<file path="src/rtl/muldiv_unit.sv">
// muldiv_unit: iterative RV32M multiply/divide unit with start/busy/done handshake
// Ports: clk, rst (sync active-high); Start_E/Flush_E request and abort;
//        MulDivOp_E funct3 selects the operation; SrcA_E/SrcB_E operands;
//        Busy_E stalls the pipeline, Done_E pulses with MulDivResult_E valid.
module muldiv_unit #(
    parameter int XLEN = 32,
    parameter int ITER = 32
) (
    input  logic            clk,
    input  logic            rst,
    input  logic            Start_E,
    input  logic            Flush_E,
    input  logic [2:0]      MulDivOp_E,
    input  logic [XLEN-1:0] SrcA_E,
    input  logic [XLEN-1:0] SrcB_E,
    output logic            Busy_E,
    output logic            Done_E,
    output logic [XLEN-1:0] MulDivResult_E
);
    localparam int CW = $clog2(ITER);
    localparam logic [XLEN-1:0] MIN = {1'b1, {(XLEN-1){1'b0}}};
    typedef enum logic [1:0] {IDLE, RUN, FINISH, DONE} state_t;
    state_t state, state_n;
    logic [2:0] op;
    logic sa, sb;
    logic [XLEN-1:0] hi, lo, mag_b;
    logic [CW-1:0] cnt;
    logic accept, fast, sa_in, sb_in, nb;
    logic [XLEN-1:0] mag_a_in, mag_b_in, fast_res, hi_it, lo_it, quo, rem, fin_res;
    logic [XLEN:0] mul_sum;
    logic [XLEN+1:0] div_diff;
    logic [2*XLEN-1:0] prod;
    // Unsigned operands: SrcA for MULHU/DIVU/REMU, SrcB additionally for MULHSU.
    always_comb begin
        sa_in = SrcA_E[XLEN-1] & ~(MulDivOp_E[0] & (MulDivOp_E[1] | MulDivOp_E[2]));
        sb_in = SrcB_E[XLEN-1] & (MulDivOp_E[2] ? ~MulDivOp_E[0] : ~MulDivOp_E[1]);
        mag_a_in = sa_in ? -SrcA_E : SrcA_E;
        mag_b_in = sb_in ? -SrcB_E : SrcB_E;
        accept = (state == IDLE) & Start_E & ~Flush_E;
        fast = MulDivOp_E[2] & ((SrcB_E == '0) |
               (~MulDivOp_E[0] & (SrcA_E == MIN) & (SrcB_E == '1)));
        fast_res = (SrcB_E == '0) ? (MulDivOp_E[1] ? SrcA_E : '1) : (MulDivOp_E[1] ? '0 : MIN);
    end
    // Shared datapath: hi holds product high / partial remainder, lo holds
    // multiplier / dividend shifting out while quotient bits shift in.
    always_comb begin
        mul_sum = {1'b0, hi} + (lo[0] ? {1'b0, mag_b} : '0);
        div_diff = {1'b0, hi, lo[XLEN-1]} - {2'b0, mag_b};
        // A non-borrowing result is always below the divisor, so bit XLEN is
        // zero then; folding it in keeps the test exact and uses every bit.
        nb = ~|div_diff[XLEN+1:XLEN];
        hi_it = op[2] ? (nb ? div_diff[XLEN-1:0] : {hi[XLEN-2:0], lo[XLEN-1]}) : mul_sum[XLEN:1];
        lo_it = op[2] ? {lo[XLEN-2:0], nb} : {mul_sum[0], lo[XLEN-1:1]};
        prod = (sa ^ sb) ? -{hi, lo} : {hi, lo};
        quo = (sa ^ sb) ? -lo : lo;
        rem = sa ? -hi : hi;
        fin_res = op[2] ? (op[1] ? rem : quo) :
                  (op[1:0] == 2'b00 ? prod[XLEN-1:0] : prod[2*XLEN-1:XLEN]);
    end
    always_comb begin
        state_n = state;
        case (state)
            IDLE:    state_n = accept ? (fast ? DONE : RUN) : IDLE;
            RUN:     state_n = Flush_E ? IDLE : (cnt == CW'(ITER-1) ? FINISH : RUN);
            FINISH:  state_n = Flush_E ? IDLE : DONE;
            default: state_n = IDLE;
        endcase
    end
    always_ff @(posedge clk) begin
        if (rst) begin
            state <= IDLE;
            Busy_E <= 1'b0;
            Done_E <= 1'b0;
            MulDivResult_E <= '0;
            cnt <= '0;
            op <= '0;
            sa <= 1'b0;
            sb <= 1'b0;
            hi <= '0;
            lo <= '0;
            mag_b <= '0;
        end else begin
            state <= state_n;
            Busy_E <= (state_n == RUN) | (state_n == FINISH);
            Done_E <= state_n == DONE;
            if (accept) begin
                op <= MulDivOp_E;
                sa <= sa_in;
                sb <= sb_in;
                hi <= '0;
                lo <= mag_a_in;
                mag_b <= mag_b_in;
                cnt <= '0;
                if (fast) MulDivResult_E <= fast_res;
            end else if (state == RUN) begin
                hi <= hi_it;
                lo <= lo_it;
                cnt <= cnt + 1'b1;
            end
            if (state == FINISH && !Flush_E) MulDivResult_E <= fin_res;
        end
    end
endmodule

</file>
<file path="config.mk">
export PLATFORM = sky130hd
export DESIGN_NAME = muldiv_unit
export DESIGN_NICKNAME = d
export VERILOG_FILES = /design/src/rtl/muldiv_unit.sv
export SDC_FILE = /design/constraint.sdc
export NUM_CORES = 1
export LEC_CHECK = 0
export ABC_AREA = 1
export CAP_MARGIN = 30
export CORE_MARGIN = 5
export CORE_UTILIZATION = 30
export DETAILED_ROUTE_END_ITERATION = 12
export SLEW_MARGIN = 20
export SYNTH_ARGS = -nofsm -noshare
export SYNTH_HDL_FRONTEND = slang
export SYNTH_SLANG_ARGS = --single-unit
</file>
<file path="constraint.sdc">
create_clock -name clk -period 3.05 [get_ports clk]
set_input_delay 0.305 -clock clk [delete_from_list [all_inputs] [get_ports clk]]
set_output_delay 0.305 -clock clk [all_outputs]
set_load 0.03 [all_outputs]
</file>
# [After elaboration in Yosys (flattened, before gate mapping)]
# Cells that the tools add are included.
[word_totals] regBits=142 input_bits=71 out_inout_bits=34
[op_classes] addsub=8 n_eq_ne=8 mux=27 bitwise_logic=16 reduce_logical=12
[ops] op="$mux W32" count=19
[ops] op="$neg A32 Y32" count=4
[ops] op="$eq A32 B32 Y1 const B" count=2
[ops] op="$mux W64" count=1
[ops] op="$neg A64 Y64" count=1
[ops] op="$sub A33 B32 Y34" count=1
[ops] op="$add A32 B32 Y33" count=1
[ops] op="$logic_not A32 Y1" count=1
[ops] op="$mux W2" count=5
[ops] op="$and A1 B1 Y1" count=8
[ops] op="$eq A2 B2 Y1 const B" count=3
[ops] op="$pmux W2 S3" count=1
[ops] op="$reduce_bool A2 Y1" count=3
[ops] op="$add A5 B1 Y5 const B" count=1
[ops] op="$eq A5 B5 Y1 const B" count=1
[ops] op="$eq A2 B1 Y1 const B" count=2
[ops] op="$logic_not A2 Y1" count=2
[ops] op="$not A1 Y1" count=4
[ops] op="$reduce_or A2 Y1" count=2
[ops] op="$or A1 B1 Y1" count=3
[ops] op="$logic_not A1 Y1" count=2
[ops] op="$reduce_and A2 Y1" count=1
[ops] op="$logic_and A1 B1 Y1" count=1
[ops] op="$mux W1" count=1
[ops] op="$xor A1 B1 Y1" count=1

# [Logic depth before layout (Yosys ltp)]
[logic_depth] depth_word=10 depth_mapped=21 ltp_nobuf=21

# [Worst setup path after synthesis]
# Ideal clock, no wire load.
[synth_path] kind="register to register" start="register lo[0]" end="register hi[25]" t_arrival_ns=2.456 required_ns=2.941 slack_ns=0.485 stages_incl_launch_ff=20 period_less_slack_ns=2.565 cell_sequence="dfxtp_1 > buf_2 > buf_1 > nand2_1 > inv_1 > ha_1 > fa_1 > nand3_1 > nand2_1 > nand2_1 > nand2_1 > a21oi_1 > inv_1 > nand4_1 > nand2_1 > or2_2 > nand3_1 > nand3_1 > nand2_1 > inv_1"
[synth_via] elab_chain_cells=3
[synth_rtl] element="start: declaration" line="26" source="logic [XLEN-1:0] hi, lo, mag_b;"
[synth_rtl] element="start signal: assignment" line="91" source="lo <= mag_a_in;"
[synth_rtl] element="start signal: assignment" line="97" source="lo <= lo_it;"
[synth_rtl] element="$mux W32" line="47" source="mul_sum = {1'b0, hi} + (lo[0] ? {1'b0, mag_b} : '0);"
[synth_rtl] element="$add A32 B32 Y33" line="47"
[synth_rtl] element="$mux W32" line="52" source="hi_it = op[2] ? (nb ? div_diff[XLEN-1:0] : {hi[XLEN-2:0], lo[XLEN-1]}) : mul_sum[XLEN:1];"
[synth_rtl] element="end signal: assignment" line="96" source="hi <= hi_it;"
[synth_rtl] element="end: declaration" line="26"
# Every way passes these cells.
# A chain may end at the register's enable or synchronous reset.

# [Final worst setup path]
[layout_path] start="register lo[1]" end="register MulDivResult_E[30]"
[layout_via] elab_chain_cells=5 elab_cells_between_ends=8 cone_classes="2 x add/sub; 6 x mux"
[layout_rtl] element="$neg A64 Y64 or $neg A32 Y32 (tied branches)" line="54, 55"
[layout_rtl] element="$mux W64 or $mux W32 (tied branches)" line="54, 55"
[layout_rtl] element="$mux W32, on equally long branches" line="58, 57"
[layout_rtl] element="$mux W32 (*)" line="57" source="fin_res = op[2] ? (op[1] ? rem : quo) :"
[layout_rtl] element="$mux W32 (*)" line="100" source="if (state == FINISH && !Flush_E) MulDivResult_E <= fin_res;"
[layout_rtl] element="end signal: assignment" line="94" source="if (fast) MulDivResult_E <= fast_res;"
[layout_rtl] element="end signal: assignment" line="100"
[layout_rtl] element="end: declaration" line="18" source="output logic [XLEN-1:0] MulDivResult_E"
# Mark *: on every way between the ends. The rest lies on a longest branch, timed or not.

==> results.json <==
{
  "finalWirelength_um": 75500,
  "ant_nets": 0,
  "peakVddDrop_mv": 0.431,
  "hpwl_um": 61300,
  "nFillCells": 6195,
  "fp-row-count": 86,
  "relSlewSlack_pct": 46.2,
  "io_buffers": 104,
  "crit_type": "reg2reg",
  "clk_pin_slew_ps": 60,
  "power.density_nw_per_um2": 352,
  "ys_types": 55,
  "die_area_um2": 60700,
  "core_region_area_um2": 55200,
  "wl_per_cell_um": 19.3,
  "hp-class": "reg2reg",
  "die_h_um": 246,
  "start_util_pct": 30.3,
  "grt_use_total_pct": 24.2,
  "worst_slack_ps": 276,
  "cts_tree": "yes",
  "nNetsFinal": 3294,
  "finalCriticalPeriod_ps": 2770,
  "cts_buffers": 17,
  "ys_async_sr_fraction_pct": 0,
  "synthXorXnorAreaFrac_pct": 4.44,
  "synth_compound_area_share_pct": 19.5,
  "r2r_setup_slack_ps": 280,
  "cp_data_required_time_ps": 3410,
  "dp.cells": 3878,
  "worst_slew_pin_slew_ps": 806,
  "dr_total_vias": 20785,
  "muxShareOfSynthArea_pct": 0,
  "final_max_slew_viol_count": 0,
  "yosys.area_share.simple_pct": 41.6,
  "antenna_found_initial": 1,
  "grt_pass1_vias": 19015,
  "rr_worst_depth": 16,
  "pwr-share-comb_pct": 39.7,
  "dpl_cell_area_um2": 19200,
  "synth_top_area_cell": "nand2_1",
  "synth-seq-area-share_pct": 17.0,
  "synth_area_um2": 16800,
  "drive_above_1_share_pct": 6.83,
  "arrival_ps": 3130,
  "synth_common_cells": "859 x nand2_1, 386 x inv_1, 312 x nor2_1",
  "synth_ff_type": "dfxtp_1",
  "synth_edf_count": 0,
  "clkLatencyLatePin_ps": 470,
  "power_w": 0.00695,
  "rsz0062_at_grt": "false",
  "synth-seq-cells": 142,
  "final-setup-viol-count": 0,
  "synth_top_family_by_area": "simple AND/OR/NAND/NOR gates",
  "finClkSkew_ps": 20.7,
  "die_w_um": 246,
  "grt_overflow": 0,
  "ys_warn_count": 0,
  "yosys.area_share.adder_pct": 5.62,
  "final_area_um2": 19800,
  "grt_pass1_wl_um": 115000,
  "io-pin-count": 105,
  "setup_tns_ps": 0,
  "max_freq_mhz": 360,
  "maxCapViolCount": 0,
  "holdBufCountCts": 0,
  "cts_sinks": 142,
  "cp_max_fo": 6,
  "htree_levels": 4,
  "synth_top_cells_by_area": "nand2_1 19%, dfxtp_1 17%, inv_1 8.6%, nand3_1 8.2%, o21ai_0 7.3%",
  "initialDrtViolationCount": 2564,
  "diodes": 0,
  "cts_root_buffer": "clkbuf_16",
  "ctsLongestPathBuffers": 2,
  "vias_per_cell": 5.32,
  "hold_viol": 0,
  "grt_max_degree": 127,
  "intPower_w": 0.00404,
  "netlist_instances": 3026,
  "status": "complete, no violations",
  "min_period_over_period_pct": 91.0,
  "synth_top_area_share_pct": 19.2,
  "area_growth_pct": 17.9,
  "fin_cells": 3910,
  "synth_nets": 3171,
  "cts_resized": 0,
  "power_frac_clock_pct": 31.0,
  "synth_most_common_cell": "nand2_1",
  "syn_avg_cell_area_um2": 5.54,
  "p_sw_w": 0.00291,
  "firstDrtPassIters": 6,
  "gp_congestion": 1.04,
  "detailedPlace.worstSlack_ps": 147,
  "cp-end-kind": "flop",
  "leakagePower_nw": 9.42,
  "critPathLaunchType": "flop",
  "postCtsSetupRepairBufs": 0,
  "post-route-drc-count": 0,
  "p_sw_share_pct": 41.9,
  "power.share.sequential_pct": 29.3,
  "hold_depth": 2
}
[layer usage]
metal  vias up  GRT usage [%]  part of all wire, %
met2      1044           37.2                   43
met1      9434           34.2                   44
met3       157           4.15                  9.2
met4         2           8.29                  3.8
li1      10148              -                    -
met5         -              0                0.017
[cell families (layout without fill, tap and decap cells)]
| group | after synthesis | in the layout |
|---|---|---|
| buf+inv | 511 | 647 |
| simple gates | 1622 | 1622 |
| fa+ha+maj | 74 | 74 |
| flops | 142 | 142 |
| xor+xnor | 85 | 85 |
| compound gates | 592 | 592 |
[per-stage QoR]
stage          util, %  hold slack [ps]
6_report          35.8              470
5_1_grt           35.8              487
4_1_cts           35.8              473
3_5_place_dp      34.7              462
3_3_place_gp      34.7              460
2_1_floorplan        -              436
[flip-flops by register name (all words and copies together) (netlist names)]
signal,cells
MulDivResult_E,32
hi,32
lo,32
mag_b,32
cnt,5
op,3
state,2
Busy_E,1
Done_E,1
sa,1
sb,1
[cell type report]
type | count | area [um2] | area share, %
Tap cell | 748 | 936 | 4.74
Sequential cell | 142 | 2850 | 14.4
Clock buffer | 24 | 493 | 2.50
Inverter | 399 | 1500 | 7.60
Timing Repair Buffer | 216 | 1970 | 9.97
Clock inverter | 8 | 81.3 | 0.412
Multi-Input combinational cell | 2373 | 11900 | 60.4
[worst paths after layout]
kind,start,endpoint
worst max-delay path,lo[1],MulDivResult_E[30]
worst min-delay path,MulDivResult_E[15],MulDivResult_E[15]
worst max register to register,lo[1],MulDivResult_E[30]
worst min register to register,MulDivResult_E[15],MulDivResult_E[15]
[cells in the final DEF (no fill, tap or decap), types with 4 or more instances in the layout]
cell type,n
xor2_1,67
o21a_1,11
buf_4,105
buf_12,7
clkinvlp_4,5
nor4_1,11
inv_2,10
clkbuf_16,18
o22ai_1,20
a21o_1,9
nor3_1,40
ha_1,72
nand2_1,859
inv_1,384
o21bai_1,12
nand4_1,40
a221oi_1,15
o211ai_1,22
a21oi_1,218
nor2_1,311
nand2_2,10
nor2_2,12
nand3b_1,21
dfxtp_1,141
clkdlybuf4s50_1,104
nor3_2,4
a31oi_1,9
o21ai_2,5
o21ai_0,244
nand3_1,276
nand3_2,7
xnor2_1,18
clkbuf_1,4
o21ai_1,15
nor2_4,7
or2_2,9
[power groups by stage]
stage | Sequential, W | Clock, W | Combinational [W]
floorplan | 0.00203 | 0 | 0.00172
global placement | 0.00207 | 0 | 0.00269
detailed placement | 0.00207 | 0 | 0.00268
CTS | 0.00203 | 0.00218 | 0.00269
global route | 0.00204 | 0.00225 | 0.00302
finish | 0.00203 | 0.00215 | 0.00276
[worst max-delay path: stages (launching register included)]
cell     delay [ps]
dfxtp_1         310
inv_1           170
ha_1            240
nand3_2         130
nor2_1          230
nand2_1         130
nor2_1          430
nor2_1          100
xor2_1          160
nand2_1         110
o21ai_0          90
inv_1            50
nand2_1         180
nand2_1         120
nand3_1         100
nand2_1          70
inv_1            30
Power figures use the tool's default switching activity.
